## src/rtl/memory_interface_if.sv

```systemverilog
// Memory-side bus bundle: word-aligned request with byte-lane enables,
// single-cycle ack strobe carrying read data.
interface memory_interface_if;
  logic [31:0] mem_addr;
  logic [31:0] mem_wdata;
  logic [3:0]  mem_be;
  logic        mem_req;
  logic        mem_we;
  logic        mem_ack;
  logic [31:0] mem_rdata;

  modport master (
    output mem_addr, mem_wdata, mem_be, mem_req, mem_we,
    input  mem_ack, mem_rdata
  );

  modport slave (
    input  mem_addr, mem_wdata, mem_be, mem_req, mem_we,
    output mem_ack, mem_rdata
  );
endinterface

```

## src/rtl/memory_interface.sv

```systemverilog
// Single-access load/store unit: aligns byte/halfword/word accesses onto a
// 32-bit bus, extracts read lanes, and aborts with a fault on timeout.
module memory_interface #(
  parameter int TIMEOUT = 15
) (
  input  logic                 clk,
  input  logic                 rst_n,
  input  logic [31:0]          addr_in,
  input  logic                 start,
  input  logic                 wr,
  input  logic [1:0]           size,
  input  logic [31:0]          wdata,
  output logic [31:0]          rdata,
  output logic                 busy,
  output logic                 done,
  output logic                 fault,
  output logic [31:0]          inc_address,
  memory_interface_if.master   bus
);

  localparam int CNT_W = $clog2(TIMEOUT + 1);

  typedef enum logic [1:0] {IDLE, ACCESS, DONE} state_t;

  state_t           state, state_nxt;
  logic [31:0]      addr_q;
  logic             wr_q;
  logic [1:0]       size_q;
  logic [31:0]      wdata_q;
  logic [CNT_W-1:0] cnt;
  logic             misaligned;
  logic             last_wait;

  function automatic logic [3:0] lane_enables(input logic [1:0] sz, input logic [1:0] ofs);
    case (sz)
      2'b00:   lane_enables = 4'b0001 << ofs;
      2'b01:   lane_enables = 4'b0011 << ofs;
      2'b10:   lane_enables = 4'b1111;
      default: lane_enables = 4'b0000;
    endcase
  endfunction

  function automatic logic [31:0] replicate(input logic [1:0] sz, input logic [31:0] d);
    case (sz)
      2'b00:   replicate = {4{d[7:0]}};
      2'b01:   replicate = {2{d[15:0]}};
      default: replicate = d;
    endcase
  endfunction

  function automatic logic [31:0] extract(input logic [1:0] sz, input logic [1:0] ofs,
                                          input logic [31:0] d);
    logic [31:0] shifted;
    shifted = d >> {ofs, 3'b000};
    case (sz)
      2'b00:   extract = {24'h0, shifted[7:0]};
      2'b01:   extract = {16'h0, shifted[15:0]};
      default: extract = d;
    endcase
  endfunction

  assign misaligned = (size == 2'b11) ||
                      (size == 2'b01 && addr_in[0]) ||
                      (size == 2'b10 && addr_in[1:0] != 2'b00);

  // The TIMEOUT-th ACCESS cycle is the last one; an ack there still wins.
  assign last_wait = (cnt == CNT_W'(TIMEOUT - 1));

  always_comb begin
    state_nxt = state;
    case (state)
      IDLE:    if (start) state_nxt = misaligned ? DONE : ACCESS;
      ACCESS:  if (bus.mem_ack || last_wait) state_nxt = DONE;
      DONE:    state_nxt = IDLE;
      default: state_nxt = IDLE;
    endcase
  end

  always_ff @(posedge clk or negedge rst_n) begin
    if (!rst_n) state <= IDLE;
    else        state <= state_nxt;
  end

  always_ff @(posedge clk or negedge rst_n) begin
    if (!rst_n) begin
      addr_q      <= '0;
      wr_q        <= 1'b0;
      size_q      <= 2'b00;
      wdata_q     <= '0;
      cnt         <= '0;
      rdata       <= '0;
      fault       <= 1'b0;
      inc_address <= '0;
    end else begin
      case (state)
        IDLE: if (start) begin
          inc_address <= addr_in + 32'd4;
          fault       <= misaligned;
          cnt         <= '0;
          if (!misaligned) begin
            addr_q  <= addr_in;
            wr_q    <= wr;
            size_q  <= size;
            wdata_q <= wdata;
          end
        end
        ACCESS: begin
          if (bus.mem_ack) begin
            if (!wr_q) rdata <= extract(size_q, addr_q[1:0], bus.mem_rdata);
          end else begin
            cnt <= cnt + 1'b1;
            if (last_wait) fault <= 1'b1;
          end
        end
        default: ;
      endcase
    end
  end

  assign busy          = (state == ACCESS);
  assign done          = (state == DONE);
  assign bus.mem_req   = busy;
  assign bus.mem_we    = busy & wr_q;
  assign bus.mem_be    = busy ? lane_enables(size_q, addr_q[1:0]) : 4'b0000;
  assign bus.mem_addr  = {addr_q[31:2], 2'b00};
  assign bus.mem_wdata = replicate(size_q, wdata_q);

endmodule

```

## src/flat_wrapper.sv

```systemverilog
// flat-port wrapper written by rule: the top's interface ports become plain ports
module memory_interface_flat 
#(
  parameter int TIMEOUT = 15
)
  (clk, rst_n, addr_in, start, wr, size, wdata, rdata, busy, done, fault, inc_address, bus_mem_addr, bus_mem_wdata, bus_mem_be, bus_mem_req, bus_mem_we, bus_mem_ack, bus_mem_rdata);
  memory_interface_if bus_i ();
  input  logic clk;
  input  logic rst_n;
  input  logic [31:0] addr_in;
  input  logic start;
  input  logic wr;
  input  logic [1:0] size;
  input  logic [31:0] wdata;
  output logic [31:0] rdata;
  output logic busy;
  output logic done;
  output logic fault;
  output logic [31:0] inc_address;
  output wire logic [$bits(bus_i.mem_addr)-1:0] bus_mem_addr;
  output wire logic [$bits(bus_i.mem_wdata)-1:0] bus_mem_wdata;
  output wire logic [$bits(bus_i.mem_be)-1:0] bus_mem_be;
  output wire logic [$bits(bus_i.mem_req)-1:0] bus_mem_req;
  output wire logic [$bits(bus_i.mem_we)-1:0] bus_mem_we;
  input wire logic [$bits(bus_i.mem_ack)-1:0] bus_mem_ack;
  input wire logic [$bits(bus_i.mem_rdata)-1:0] bus_mem_rdata;
  assign bus_mem_addr = bus_i.mem_addr;
  assign bus_mem_wdata = bus_i.mem_wdata;
  assign bus_mem_be = bus_i.mem_be;
  assign bus_mem_req = bus_i.mem_req;
  assign bus_mem_we = bus_i.mem_we;
  assign bus_i.mem_ack = bus_mem_ack;
  assign bus_i.mem_rdata = bus_mem_rdata;
  memory_interface #(.TIMEOUT(TIMEOUT)) u_core (.clk(clk), .rst_n(rst_n), .addr_in(addr_in), .start(start), .wr(wr), .size(size), .wdata(wdata), .rdata(rdata), .busy(busy), .done(done), .fault(fault), .inc_address(inc_address), .bus(bus_i));
endmodule
```

## config.mk

```make
export PLATFORM = sky130hd
export DESIGN_NAME = memory_interface_flat
export DESIGN_NICKNAME = d
export VERILOG_FILES = /design/src/rtl/memory_interface_if.sv /design/src/rtl/memory_interface.sv /design/src/flat_wrapper.sv
export SDC_FILE = /design/constraint.sdc
export NUM_CORES = 1
export LEC_CHECK = 0
export CELL_PAD_IN_SITES_DETAIL_PLACEMENT = 0
export CELL_PAD_IN_SITES_GLOBAL_PLACEMENT = 2
export CORE_MARGIN = 1
export CORE_UTILIZATION = 30
export DETAILED_ROUTE_END_ITERATION = 6
export PLACE_DENSITY = 0.95
export SETUP_SLACK_MARGIN = 0.4
export SKIP_CTS_REPAIR_TIMING = 1
export SLEW_MARGIN = 20
export SYNTH_ARGS = -nofsm -noshare
export SYNTH_HDL_FRONTEND = slang
export SYNTH_SLANG_ARGS = --single-unit
```

## constraint.sdc

```tcl
create_clock -name clk -period 5.8 [get_ports clk]
set_clock_uncertainty 0.1 [all_clocks]
set_input_delay 0.58 -clock clk [delete_from_list [all_inputs] [get_ports clk]]
set_output_delay 0.58 -clock clk [all_outputs]
set_load 0.01 [all_outputs]
```

==> impl_results.md <==
- Worst-Skew Late Latency: 410 ps
- Ys async rst share: between 90% and 100%
- Int Pwr: between 3 and 4 mW
- Synth Instances: 674
- 1st-iter DRT viols: 212
- Top cell type's share of synthesized area: 49.5%
- CTS clock-pin slew for the worst setup and hold paths: roughly 60 ps
- Crit path launch type: flip-flop
- Final setup viols: 0
- Share of cells above drive strength 1: 15.5%
- Endpoint class of the critical path: output pin
- Min Tclk post-route: 3530 ps
- Power, Total: 5.46 mW
- WP data required: 5120 ps
- Starting Density: between 30% and 40%
- First-pass GRT wire length: between 30000 and 40000 um
- Top post-synthesis cells by area: dfrtp_1 49%, mux2_2 13%, nand2_1 5.6%
- Initial antenna violation count: 0
- Combinational share of power: between 40% and 50%
- Fin Setup TNS: 0 ps
- Multi-input combinational cell area: 3030 um^2
- DR WL met3: approximately 1500 um
- Wl on met1: 8710 um
- Ant. Diodes: 0
- Die Wd: 155 um
- Mapped Avg Cell Area: 10.4 um^2
- Power per cell area: approximately 550 nW/um^2
- CTS H-Tree Depth: 4
- Crit path setup slack, layout: approximately 2300 ps
- Detailed Routing Iterations Pass 1: 4
- Critical-path maximum fanout: 19
- Largest net degree at the start of global routing: 73
- Antenna viol nets, final: 0
- Place WS: ~2600 ps
- Yosys warning total: 0
- Register area share after synthesis: a little under 50%
- Worst-path cell chain: nor2_1 > mux2_2 > clkdlybuf4s50_1
- Synth top cells by count: 138 x dfrtp_1, 105 x nand2_1, 80 x mux2_2, 60 x o21ai_0, 43 x buf_4
- Pleak: 4.04 nW
- Vias: 5638
- DR top layer: met4
- Max Clock Freq: 283 MHz
- CTS Sinks: around 140
- Reg area: 3450 um^2
- DR vias/cell: 4.87
- Sequential share of power: 33.0%
- R2R setup slack: 3320 ps
- CTS Buf Count: 17
- Port Buf Inserts: about 240
- Rel. slew slack: 36.7%
- Hold Crit Class: input pin to asynchronous set/reset pin
- Switching power total: 1.88 mW
- RSZ-0062 raised after global routing: no
- Top FF cell, synth: dfrtp_1
- Fillers: 2162
- Fin. max-slew vios: 0
- Status: finished clean
- FP Rows: 55
- P&R area growth vs syn: 42.4%
- Top cell type by total area after synthesis: dfrtp_1
- Post-Route WL: 20200 um
- GRT overflow: 0
- DRC viols: 0
- Gr usage total: 17.3%
- Clk pwr share: 21.8%
- CTS tree: done
- Clock tree buffer depth: 2
- Final Hold Fails: 0
- # Max-Cap Violations: 0
- Dpl hpwl: between 10000 and 15000 um
- Placer Congestion: 0.823
- Tightest Pin Transition: 949 ps
- Worst Path Buf+Inv: 1
- Number of synthesized register bits: 138
- Delay-heaviest family, CP: simple AND/OR/NAND/NOR gates
- I/O pin total: 240
- Slowest stage delay, CP: 820 ps
- Die ar.: 23900 um^2
- Yosys cell types: 48
- Final nets: 965
- Routed len/inst: 17.5 um
- Final period util: 60.9%
- Min Hold Slack: 51.6 ps
- Util after Layout: 43.8%
- Clk root buf: clkbuf_16
- Number of global-route vias before repair: between 5k and 6k
- Slowest-stage cell, CP: nor2_1
- Core Area: 22700 um^2
- Detail Route met2 WL: 9860 um
- Top-count cell post-synth: dfrtp_1
- Number of synthesized flops with an enable pin: 0
- Crit path kind: flip-flop to output pin
- Die height: 155 um
- Critical path data arrival time: 2850 ps
- VDD IR max: ~0.22 mV
- Net Sw Frac: 34.4%
- Synth Cell Area: 6980 um^2
[final timing paths]
kind,start,endpoint,cells after the start
setup / recovery,u_core.size_q[0]$_DFFE_PN0P_,bus_mem_wdata[15],3
hold / removal,rst_n,u_core.rdata[1]$_DFFE_PN0P_,1
setup reg to reg,u_core.size_q[0]$_DFFE_PN0P_,u_core.rdata[13]$_DFFE_PN0P_,4
hold reg to reg,u_core.rdata[4]$_DFFE_PN0P_,u_core.rdata[4]$_DFFE_PN0P_,2
max in group asynchronous,rst_n,u_core.inc_address[2]$_DFFE_PN0P_,2
min in group clk,u_core.rdata[4]$_DFFE_PN0P_,u_core.rdata[4]$_DFFE_PN0P_,2
[registers in the layout, summed over array words and instances (netlist names)]
| register | count |
|---|---|
| u_core.wdata_q | 32 |
| u_core.state | 2 |
| u_core.fault | 1 |
| u_core.cnt | 4 |
| u_core.size_q | 2 |
| u_core.inc_address | 32 |
| u_core.wr_q | 1 |
| u_core.rdata | 32 |
| u_core.addr_q | 32 |
[cell usage in the layout, fill, tap and decap left out, drive strengths merged, types with 6 or more instances in the layout]
cell type / Yosys / final
mux2i: 16 / 16
clkdlybuf4s50: 0 / 236
xor2: 6 / 6
nand2: 105 / 105
a21oi: 14 / 14
o21ai: 61 / 61
nor2b: 8 / 8
a31oi: 13 / 13
mux2: 80 / 80
o31ai: 12 / 12
a2bb2oi: 9 / 9
or4: 10 / 10
nand3: 13 / 13
nand4: 7 / 7
xnor2: 11 / 11
inv: 8 / 14
a22oi: 7 / 7
nor2: 28 / 28
clkbuf: 30 / 17
nor3: 6 / 6
buf: 50 / 9
dfrtp: 138 / 138
[worst register-to-register path: stages, from the launching register on]
cell,delay [ps]
dfrtp_1,710
nor2_1,830
nor2_1,290
a2bb2oi_1,300
o21ai_0,110
[cell families (layout without fill, tap and decap cells)]
group                    after synthesis  in the layout  share of synthesized area [%]
multiplexers                          96             96                           15.2
AO/OA/AOI/OAI                        130            130                           11.4
adder cells (fa/ha/maj)                3              3                          0.538
other                                  1              2                         0.0537
buffers and inverters                 88            285                           7.38
XOR/XNOR                              17             17                           2.13
AND/OR/NAND/NOR                      201            201                           13.9
flip-flops                           138            138                           49.5
[stage by stage]
step / cell area, um^2 / instances
2_1_floorplan: 6980 / 675
3_5_place_dp: 9310 / 1125
6_report: 9940 / 1157
3_3_place_gp: 9310 / 1125
5_1_grt: 9940 / 1157
4_1_cts: 9940 / 1157
[per-layer routing]
layer  track usage (%)  vias to the layer above
met2              29.7                      195
met1              21.3                     2736
met3              5.24                       11
met4              3.96                        0
li1                  -                     2696
met5                 0                        -
[final cells by class]
| type | count | share of cell area, % |
|---|---|---|
| Multi-Input combinational cell | 449 | 30.5 |
| Inverter | 8 | 0.302 |
| Clock buffer | 17 | 4.28 |
| Timing Repair Buffer | 245 | 24.5 |
| Sequential cell | 138 | 34.7 |
| Tap cell | 285 | 3.59 |
| Clock inverter | 15 | 2.13 |
[power groups by stage]
stage,Clock [mW],Sequential (mW),Combinational [mW]
global route,1.26,1.87,2.67
global placement,0,1.80,2.48
CTS,1.22,1.81,2.50
detailed placement,0,1.82,2.49
finish,1.19,1.80,2.47
floorplan,0,1.75,1.33
No activity file was read; power rests on OpenSTA's default activity.
